--- src/rtl/regwb_ctrl_pkg.sv ---
// Shared CPU definitions for the register-file writeback path.
// Contents:
//   REG_ADDR_W / REG_DATA_W - register file address and data widths
//   REG_ZERO                - hard-wired zero register index
//   isLiveRd()              - true when a destination produces a real write
package regwb_ctrl_pkg;

  localparam int REG_ADDR_W = 5;
  localparam int REG_DATA_W = 32;
  localparam logic [REG_ADDR_W-1:0] REG_ZERO = 5'd0;

  // Writes to the zero register are accepted but never reach the array.
  function automatic logic isLiveRd(input logic [REG_ADDR_W-1:0] rd);
    return (rd != REG_ZERO);
  endfunction

endpackage

--- src/rtl/regwb_ctrl_fifo.sv ---
// regwb_fifo: circular buffer of secondary (long-latency) results.
// Each entry holds {rd, data, live}. A primary write to rd R marks every
// buffered entry with rd R stale; a push in the same cycle stays live
// because it is younger than that primary write.
// Ports:
//   clk, rst              - clock, async active-high reset
//   push, pushRd, pushData- enqueue request (caller guarantees !full)
//   pop                   - dequeue head (caller guarantees !empty)
//   killEn, killRd        - bulk stale-mark by destination match
//   matchRd1/2, match1/2  - live-entry lookup for the pending flags
//   headRd/headData/headLive, full, empty, count - buffer state
module regwb_fifo
  import regwb_ctrl_pkg::*;
#(
  parameter int DATA_W = REG_DATA_W,
  parameter int ADDR_W = REG_ADDR_W,
  parameter int DEPTH  = 4,
  localparam int PTR_W = $clog2(DEPTH),
  localparam int CNT_W = $clog2(DEPTH) + 1
) (
  input  logic              clk,
  input  logic              rst,
  input  logic              push,
  input  logic [ADDR_W-1:0] pushRd,
  input  logic [DATA_W-1:0] pushData,
  input  logic              pop,
  input  logic              killEn,
  input  logic [ADDR_W-1:0] killRd,
  input  logic [ADDR_W-1:0] matchRd1,
  input  logic [ADDR_W-1:0] matchRd2,
  output logic              match1,
  output logic              match2,
  output logic [ADDR_W-1:0] headRd,
  output logic [DATA_W-1:0] headData,
  output logic              headLive,
  output logic              full,
  output logic              empty,
  output logic [CNT_W-1:0]  count
);

  logic [ADDR_W-1:0] rdMem_r   [DEPTH];
  logic [DATA_W-1:0] dataMem_r [DEPTH];
  logic [DEPTH-1:0]  liveMem_r;
  logic [PTR_W-1:0]  wrPtr_r;
  logic [PTR_W-1:0]  rdPtr_r;
  logic [CNT_W-1:0]  count_r;

  // Payload storage; no reset needed because live bits gate every use.
  always_ff @(posedge clk) begin
    if (push) begin
      rdMem_r[wrPtr_r]   <= pushRd;
      dataMem_r[wrPtr_r] <= pushData;
    end
  end

  // Pointers, occupancy and live bits. Popped slots are cleared so that a
  // set live bit always implies an occupied slot.
  always_ff @(posedge clk or posedge rst) begin
    if (rst) begin
      liveMem_r <= '0;
      wrPtr_r   <= '0;
      rdPtr_r   <= '0;
      count_r   <= '0;
    end else begin
      for (int i = 0; i < DEPTH; i++) begin
        if (killEn && (rdMem_r[i] == killRd)) liveMem_r[i] <= 1'b0;
      end
      if (pop) begin
        liveMem_r[rdPtr_r] <= 1'b0;
        rdPtr_r            <= rdPtr_r + PTR_W'(1);
      end
      // Placed after the kill loop so a same-cycle push survives the kill.
      if (push) begin
        liveMem_r[wrPtr_r] <= isLiveRd(pushRd);
        wrPtr_r            <= wrPtr_r + PTR_W'(1);
      end
      if (push && !pop) begin
        count_r <= count_r + CNT_W'(1);
      end else if (!push && pop) begin
        count_r <= count_r - CNT_W'(1);
      end
    end
  end

  // Live-entry lookup for the two issue-stage read ports.
  always_comb begin
    match1 = 1'b0;
    match2 = 1'b0;
    for (int i = 0; i < DEPTH; i++) begin
      match1 = match1 | (liveMem_r[i] && (rdMem_r[i] == matchRd1));
      match2 = match2 | (liveMem_r[i] && (rdMem_r[i] == matchRd2));
    end
  end

  assign headRd   = rdMem_r[rdPtr_r];
  assign headData = dataMem_r[rdPtr_r];
  assign headLive = liveMem_r[rdPtr_r];
  assign full     = (count_r == CNT_W'(DEPTH));
  assign empty    = (count_r == CNT_W'(0));
  assign count    = count_r;

endmodule

--- src/rtl/regwb_ctrl.sv ---
// regwb_ctrl: register-file write-port controller.
// Merges the in-order pipeline writeback (primary, unbuffered) with a
// long-latency result stream (secondary, valid/ready, buffered) into one
// registered write per cycle. Primary has priority until the buffer head
// has been blocked STARVE_MAX cycles, then primary is stalled for a cycle.
// Ports:
//   clk, rst                          - clock, async active-high reset
//   pri_valid/pri_rd/pri_data, pri_stall - primary writeback
//   sec_valid/sec_rd/sec_data, sec_ready - secondary result stream
//   RegWrite/WriteRegister/WriteData  - register file write port
//   rd_addr1/2, fwd1/2_valid, fwd_data - forwarding of the in-flight write
//   pend1/2                           - live buffered result pending
module regwb_ctrl
  import regwb_ctrl_pkg::*;
#(
  parameter int DATA_W     = REG_DATA_W,
  parameter int ADDR_W     = REG_ADDR_W,
  parameter int DEPTH      = 4,
  parameter int STARVE_MAX = 7
) (
  input  logic              clk,
  input  logic              rst,
  input  logic              pri_valid,
  input  logic [ADDR_W-1:0] pri_rd,
  input  logic [DATA_W-1:0] pri_data,
  output logic              pri_stall,
  input  logic              sec_valid,
  output logic              sec_ready,
  input  logic [ADDR_W-1:0] sec_rd,
  input  logic [DATA_W-1:0] sec_data,
  output logic              RegWrite,
  output logic [ADDR_W-1:0] WriteRegister,
  output logic [DATA_W-1:0] WriteData,
  input  logic [ADDR_W-1:0] rd_addr1,
  input  logic [ADDR_W-1:0] rd_addr2,
  output logic              fwd1_valid,
  output logic              fwd2_valid,
  output logic [DATA_W-1:0] fwd_data,
  output logic              pend1,
  output logic              pend2
);

  localparam int CNT_W = $clog2(DEPTH) + 1;
  localparam int SC_W  = $clog2(STARVE_MAX + 1);
  localparam logic [SC_W-1:0] STARVE_LIM = SC_W'(STARVE_MAX);

  logic              regWrite_r;
  logic [ADDR_W-1:0] writeReg_r;
  logic [DATA_W-1:0] writeData_r;
  logic [SC_W-1:0]   starveCnt_r;
  logic              secReady_r;

  logic              priGrant_s, pop_s, push_s, priStall_s;
  logic [CNT_W-1:0]  countNext_s;
  logic              match1_s, match2_s;
  logic [ADDR_W-1:0] headRd_s;
  logic [DATA_W-1:0] headData_s;
  logic              headLive_s, full_s, empty_s;
  logic [CNT_W-1:0]  count_s;

  regwb_fifo #(
    .DATA_W (DATA_W),
    .ADDR_W (ADDR_W),
    .DEPTH  (DEPTH)
  ) uFifo (
    .clk      (clk),
    .rst      (rst),
    .push     (push_s),
    .pushRd   (sec_rd),
    .pushData (sec_data),
    .pop      (pop_s),
    .killEn   (priGrant_s),
    .killRd   (pri_rd),
    .matchRd1 (rd_addr1),
    .matchRd2 (rd_addr2),
    .match1   (match1_s),
    .match2   (match2_s),
    .headRd   (headRd_s),
    .headData (headData_s),
    .headLive (headLive_s),
    .full     (full_s),
    .empty    (empty_s),
    .count    (count_s)
  );

  // Arbitration: primary wins unless stalled or writing r0; otherwise drain.
  always_comb begin
    priStall_s = (starveCnt_r == STARVE_LIM) && !empty_s;
    priGrant_s = !priStall_s && pri_valid && isLiveRd(pri_rd);
    pop_s      = !priGrant_s && !empty_s;
    push_s     = sec_valid && secReady_r && !full_s;
    if (push_s && !pop_s) begin
      countNext_s = count_s + CNT_W'(1);
    end else if (!push_s && pop_s) begin
      countNext_s = count_s - CNT_W'(1);
    end else begin
      countNext_s = count_s;
    end
  end

  // Registered write port; address/data hold when no write is issued.
  always_ff @(posedge clk or posedge rst) begin
    if (rst) begin
      regWrite_r  <= 1'b0;
      writeReg_r  <= '0;
      writeData_r <= '0;
    end else if (priGrant_s) begin
      regWrite_r  <= 1'b1;
      writeReg_r  <= pri_rd;
      writeData_r <= pri_data;
    end else if (pop_s && headLive_s) begin
      regWrite_r  <= 1'b1;
      writeReg_r  <= headRd_s;
      writeData_r <= headData_s;
    end else begin
      regWrite_r  <= 1'b0;
    end
  end

  // Starvation counter: counts cycles a non-empty buffer's head is blocked.
  always_ff @(posedge clk or posedge rst) begin
    if (rst) begin
      starveCnt_r <= '0;
    end else if (empty_s || pop_s) begin
      starveCnt_r <= '0;
    end else if (starveCnt_r != STARVE_LIM) begin
      starveCnt_r <= starveCnt_r + SC_W'(1);
    end
  end

  // Ready reflects next-cycle occupancy, so a pop never frees a slot early.
  always_ff @(posedge clk or posedge rst) begin
    if (rst) begin
      secReady_r <= 1'b0;
    end else begin
      secReady_r <= (countNext_s != CNT_W'(DEPTH));
    end
  end

  assign RegWrite      = regWrite_r;
  assign WriteRegister = writeReg_r;
  assign WriteData     = writeData_r;
  assign pri_stall     = priStall_s;
  assign sec_ready     = secReady_r;
  assign fwd_data      = writeData_r;
  assign fwd1_valid    = regWrite_r && (writeReg_r == rd_addr1) && isLiveRd(rd_addr1);
  assign fwd2_valid    = regWrite_r && (writeReg_r == rd_addr2) && isLiveRd(rd_addr2);
  assign pend1         = isLiveRd(rd_addr1) && match1_s;
  assign pend2         = isLiveRd(rd_addr2) && match2_s;

endmodule

--- config.mk ---
export PLATFORM = sky130hd
export DESIGN_NAME = regwb_ctrl
export DESIGN_NICKNAME = d
export VERILOG_FILES = /design/src/rtl/regwb_ctrl_pkg.sv /design/src/rtl/regwb_ctrl_fifo.sv /design/src/rtl/regwb_ctrl.sv
export SDC_FILE = /design/constraint.sdc
export NUM_CORES = 1
export LEC_CHECK = 0
export ABC_AREA = 1
export BUFFER_PORTS_ARGS = -buffer_cell sky130_fd_sc_hd__buf_2
export CAP_MARGIN = 10
export CORE_UTILIZATION = 45
export CTS_BUF_LIST = sky130_fd_sc_hd__clkbuf_8
export CTS_CLUSTER_DIAMETER = 150
export CTS_CLUSTER_SIZE = 8
export DETAILED_ROUTE_END_ITERATION = 6
export GPL_TIMING_DRIVEN = 0
export PLACE_DENSITY = 0.66
export SLEW_MARGIN = 20
export SYNTH_ARGS = -nofsm -noshare
export SYNTH_HDL_FRONTEND = slang
export SYNTH_SLANG_ARGS = --single-unit
--- constraint.sdc ---
create_clock -name clk -period 8.76 [get_ports clk]
set_clock_uncertainty 0.1 [all_clocks]
set_input_delay 0.876 -clock clk [delete_from_list [all_inputs] [get_ports clk]]
set_output_delay 0.876 -clock clk [all_outputs]
set_load 0.05 [all_outputs]
; ---- After elaboration in Yosys (flattened, before gate mapping)
; Memories as Yosys holds them, arrays and structs flattened.
; Index checks and enable logic that the tools add are counted.
[totals]
reg_bits = 53
ram_bits = 148
inputBits = 88
output_inout_bits = 76
elab_cells = 114
memories = 2
[memory_table]
columns = name, words, width, rd, rd_ports_with_merged_regs, wr, line
row1 = uFifo.dataMem_r, 4, 32, 1, 0, 1, regwb_ctrl_fifo.sv:42  ; logic [DATA_W-1:0] dataMem_r [DEPTH];
row2 = uFifo.rdMem_r, 4, 5, 5, 0, 1, regwb_ctrl_fifo.sv:41  ; logic [ADDR_W-1:0] rdMem_r [DEPTH];
[classes]
n_addsub = 5
order_cmp = 4
n_eq_ne = 18
muxes = 25
n_bitwise = 8
reduce_logical = 43
[ops]
columns = op, n
row1 = 5-bit equality test, 14
row2 = 32-bit two-way mux, 2
row3 = 1-bit logical AND, 29
row4 = 5-bit nonzero test, 4
row5 = 3-bit two-way mux, 4
row6 = 1-bit two-way mux, 11
row7 = 5-bit two-way mux, 2
row8 = 4-bit two-way mux, 2
row9 = "3-bit by 1-bit adder with 3-bit output, second input constant", 2
row10 = "3-bit equality test, second input constant", 2
row11 = 1-bit logical NOT, 6
row12 = "2-bit by 3-bit < comparator with 1-bit output, second input constant", 2
row13 = "3-bit != test, second input constant", 2
row14 = 1-bit OR, 6
row15 = "2-bit by 1-bit adder with 2-bit output, second input constant", 2
row16 = 4-bit AND, 1
row17 = 4-bit bitwise mux, 1
row18 = 1-bit demux with 2-bit select, 2
row19 = "2-bit by 1-bit >= comparator with 1-bit output, second input constant", 2
row20 = 4-bit inverter, 1
row21 = 2-bit nonzero test, 2
row22 = 3-bit logical NOT, 1
row23 = "3-bit by 1-bit subtractor with 3-bit output, second input constant", 1
row24 = 1-bit binary-select mux with 2-bit select, 1
row25 = 1-bit logical OR, 1

; ---- Logic depth before layout (Yosys ltp)
[logic_depth]
depth_word = 12
depth_mapped = 12
ltp_nobuf = 12

; ---- By module
; A second synthesis with hierarchy kept.
[unflattened]
cells_unflattened = 1014
area_unflattened_um2 = 9734.3
[modules_own_cells]
columns = module, instances, cells_each, area_per_inst_um2, seq_area_each_um2
row1 = regwb_fifo, 1, 692, 7148.1, 4719.5
row2 = regwb_ctrl, 1, 322, 2586.2, 1051.0

; ---- Least setup slack after synthesis
; Ideal clock, no wire load.
[synth_timing]
kind = input port to output port
startpoint = in rd_addr1[4]
endpoint = out fwd1_valid
arrival_ns = 2.861
required_ns = 7.784
setup_slack_ns = 4.923
cell_stages = 5
n_path_buf = 1
path_cell_list = clkbuf_1 -> inv_1 -> nand4_1 -> o2111ai_1 -> nor4_1
[synth_between]
elab_chain_len = 3
elab_cells_between_ends = 4
cone_classes = eq/ne (1) / reduce/logical (3)
[synth_rtl]
columns = element, line
row1 = start: declaration, regwb_ctrl.sv:34  ; input logic [ADDR_W-1:0] rd_addr1,
row2 = 5-bit equality test, regwb_ctrl.sv:146  ; assign fwd1_valid = regWrite_r && (writeReg_r == rd_addr1) && isLiveRd(rd_addr1);
row3 = 1-bit logical AND, regwb_ctrl.sv:146
row4 = 1-bit logical AND *, regwb_ctrl.sv:146
row5 = end: declaration, regwb_ctrl.sv:36  ; output logic fwd1_valid,
; Mark *: on every way between the ends. The rest lies on a longest branch, timed or not.

; ---- Final worst setup path
[layout_timing]
startpoint = in rd_addr2[1]
endpoint = out pend2
[layout_between]
elab_chain_len = 6
elab_cells_between_ends = 13
cone_classes = eq/ne (4) / bitwise (3) / reduce/logical (6)
[layout_rtl]
columns = element, line
row1 = start: declaration, regwb_ctrl.sv:35  ; input logic [ADDR_W-1:0] rd_addr2,
row2 = 5-bit equality test, regwb_ctrl_fifo.sv:91  ; match2 = match2 | (liveMem_r[i] && (rdMem_r[i] == matchRd2));
row3 = 1-bit logical AND, regwb_ctrl_fifo.sv:91
row4 = 1-bit OR (3 in series), regwb_ctrl_fifo.sv:91
row5 = 1-bit logical AND *, regwb_ctrl.sv:149  ; assign pend2 = isLiveRd(rd_addr2) && match2_s;
row6 = end: declaration, regwb_ctrl.sv:40  ; output logic pend2
; Marks and branches as above.

==> results.toml <==
[run_status]
outcome = "finished clean"

[synthesis]
yosysTopAreaCell = "edfxtp_1"
synthAdderAreaFrac_pct = 1.75
yosysMostFrequentCell = "edfxtp_1"
ys_top_cells_by_area = "edfxtp_1 48%, dfrtp_1 14%, nor2_1 5.9%, o21ai_0 4.8%, nand2_1 4.6%"
synth.avg_cell_area_um2 = 10.5
netlist.area_leader.share_pct = 47.8
synth_edf_count = 148
ys_seq_area_share_pct = 62.1
async_flop_share_pct = 26.4
synth_common_cells = "148 x edfxtp_1, 145 x nor2_1, 114 x nand2_1"
ys_seq_elements = 201
synthMuxAreaShare_pct = 0
synth_cells = 886
ys.flop_type = "edfxtp_1"
syn_area_um2 = 9300
synth_cell_types = 31
synth_top_family_by_area = "simple AND/OR/NAND/NOR gates"
yosys_warnings = 0
synth_compound_area_share_pct = 12.2
syn_nets = 987
synthXorXnorAreaFrac_pct = 3.67
synth-simple-area-share_pct = 13.3

[cells_and_area]
drive_gt1_share_pct = 23.8
fin_nets = 1178
fillers = 1796
areaGrowthSynthToFinish_pct = 19.1
utilization_pct = 54.7

[floorplanning]
initial_utilization_pct = 45.9
die_width_um = 146
num_rows = 52
die_h_um = 146
core_area_um2 = 20200
die-area_um2 = 21200
ios = 164

[critical_path]
crit_fanout = 6
worstRegToRegCells = 9
crit_buf_inv = 3
cp.depth = 10
crit_chain = "clkbuf_1 -> inv_1 -> nand2_1 -> o21ai_0 -> a21oi_1 -> nand3_1 -> nand2_1 -> nor2_1 -> nor2_1 -> buf_2"
worst_ep_arrival_time_ps = 2210
slowest_delay_ps = 310
critPathLaunchType = "input port"
cp_slowest_cell = "clkbuf_1"
critPathRequiredTime_ps = 7780
critical_path_class = "input port to output port"
end_kind = "output port"
critPathTopFamily = "buffers and inverters"

[drt]
wl_per_cell_um = 18.0
route.detailed.drc = 0
first_pass_iters = 5
wl_um = 24700
via_per_inst = 5.25
ant_nets = 0
num_vias = 7203
drt-initial-drc-count = 567

[cts]
clock_sinks = 201
cts_resized = 0
ctsHoldBuffers = 0
cts_tree = "yes"
clk_pin_slew_ps = 70
worstSkewPairLatency_ps = 560
cts_max_path_buffers = 3
cts_buffers = 29
cts_root_buf = "clkbuf_8"
cts_setup_buffers = 0
htreeDepth = 1

[pwr]
ir_drop_v = 0.000250
leakagePower_nw = 4.60
power.density_nw_per_um2 = 380

[timing]
slew_headroom_pct = 50.7
finalHoldViolations = 0
drv_slew = 0
period_needed_ps = 3190
setup_viol = 0
fin_crit_sh_pct = 36.4
rsz0062_at_grt = "false"
whs_ps = 244
setup_tns_ps = 0
tightest_slew_ps = 738
max_clock_freq_mhz = 313

[global_route]
grt_max_degree = 54
grt_antenna_before_repair = 3
grt_pass1_vias = 7055
gr-usage-all-layers_pct = 23.1
grt_pass1_wl_um = 38000
overflow = 0

[min_path]
hp-class = "input port to async pin"

[job]
max_cap_violations = 0

[placed_design]
io_buffer_count = 155
hpwl_um = 16800
gp_congestion = 0.921
logic make-up (layout without fill, tap and decap cells):
kind of cell,after synthesis,in the layout
other,0,2
AOI/OAI and AO/OA,200,200
adders and majority gates,13,13
buffers and inverters,129,343
DFF,201,201
xor gates and xnor gates,39,39
and+or+nand+nor,304,304
power by group:
group          switching (mW)  internal, mW
Sequential              0.175          1.32
Combinational            1.46         0.588
Clock                   0.351         0.310
Total                    1.99          2.21
sequential cells by signal (all words and copies together), names as in the netlist, 2 cells and up:
signal           cells
uFifo.count          3
uFifo.liveMem_r      4
WriteData           32
uFifo.wrPtr_r        2
WriteRegister        5
uFifo.dataMem_r    128
uFifo.rdPtr_r        2
starveCnt_r          3
uFifo.rdMem_r       20
through the flow:
step	instances	setup WS (ps)	power (mW)	area, µm²
after floorplan	886	4920	2.97	9300
after global placement	1311	3710	3.50	10400
after detailed placement	1316	5610	3.56	10600
after CTS	1370	5610	4.21	11100
after global routing	1371	5480	4.44	11100
final	1372	5570	4.20	11100
per-layer routing:
layer / up-vias / global-route usage [%] / share of wire (%)
li1: 3445 / - / -
met1: 3428 / 31.5 / 43
met2: 274 / 37.7 / 47
met3: 54 / 3.51 / 6.6
met4: 2 / 8.47 / 2.6
met5: - / 0 / 0.049
placed cells by master, fill, tap and decap left out, types with 2 or more instances in the layout:
| master | synthesis | layout |
|---|---|---|
| buf_2 | 18 | 173 |
| edfxtp_1 | 148 | 148 |
| nor2_1 | 145 | 141 |
| nand2_1 | 114 | 114 |
| o21ai_0 | 90 | 90 |
| inv_1 | 48 | 70 |
| o22ai_1 | 54 | 54 |
| dfrtp_1 | 53 | 53 |
| buf_4 | 37 | 37 |
| a31oi_1 | 33 | 33 |
| clkbuf_8 | 0 | 29 |
| xnor2_1 | 24 | 24 |
| nand3_1 | 21 | 21 |
| clkbuf_1 | 21 | 21 |
| a21oi_1 | 17 | 17 |
| xor2_1 | 15 | 15 |
| ha_1 | 13 | 13 |
| nor3_1 | 11 | 11 |
| nor2_4 | 0 | 4 |
| nand4_1 | 4 | 4 |
| nand2_4 | 3 | 3 |
| buf_16 | 0 | 3 |
| diode_2 | 0 | 2 |
| o21ai_1 | 2 | 2 |
| inv_2 | 2 | 2 |
| nand2_2 | 2 | 2 |
| buf_6 | 2 | 2 |
| nor4_1 | 2 | 2 |
| buf_12 | 0 | 2 |
final timing paths:
kind | to | slack (ps) | from
worst min-delay path | WriteData[14]$_DFFE_PP0P_ | 240 | rst
worst max-delay path | pend2 | 5570 | rd_addr2[1]
max in group asynchronous | WriteData[23]$_DFFE_PP0P_ | 8020 | rst
min in group clk | starveCnt_r[0]$_DFFE_PP0P_ | 350 | starveCnt_r[0]$_DFFE_PP0P_
worst max register to register | uFifo.liveMem_r[3]$_DFF_PP0_ | 6080 | uFifo.count[0]$_DFF_PP0_
worst min register to register | starveCnt_r[0]$_DFFE_PP0P_ | 350 | starveCnt_r[0]$_DFFE_PP0P_
cell type report:
cell class                      count  area (µm²)  area share (%)
Multi-Input combinational cell    556        2900            26.1
Timing Repair Buffer              160         898            8.11
Antenna cell                        2        5.00          0.0452
Clock inverter                     25         106           0.960
Clock buffer                       29         399            3.60
Inverter                           50         190            1.72
Sequential cell                   201        5770            52.1
Tap cell                          270         338            3.05
Buffer                             79         473            4.27
worst reg2reg max path, cell delays in order (launching register included):
cell     delay (ps)
dfrtp_1         370
inv_1            90
ha_1            250
nand2_1          80
nand3_1         430
nor2_4          770
buf_16          250
inv_1            80
nand3_1          80
o22ai_1          60
(Power assumes the default switching activity.)
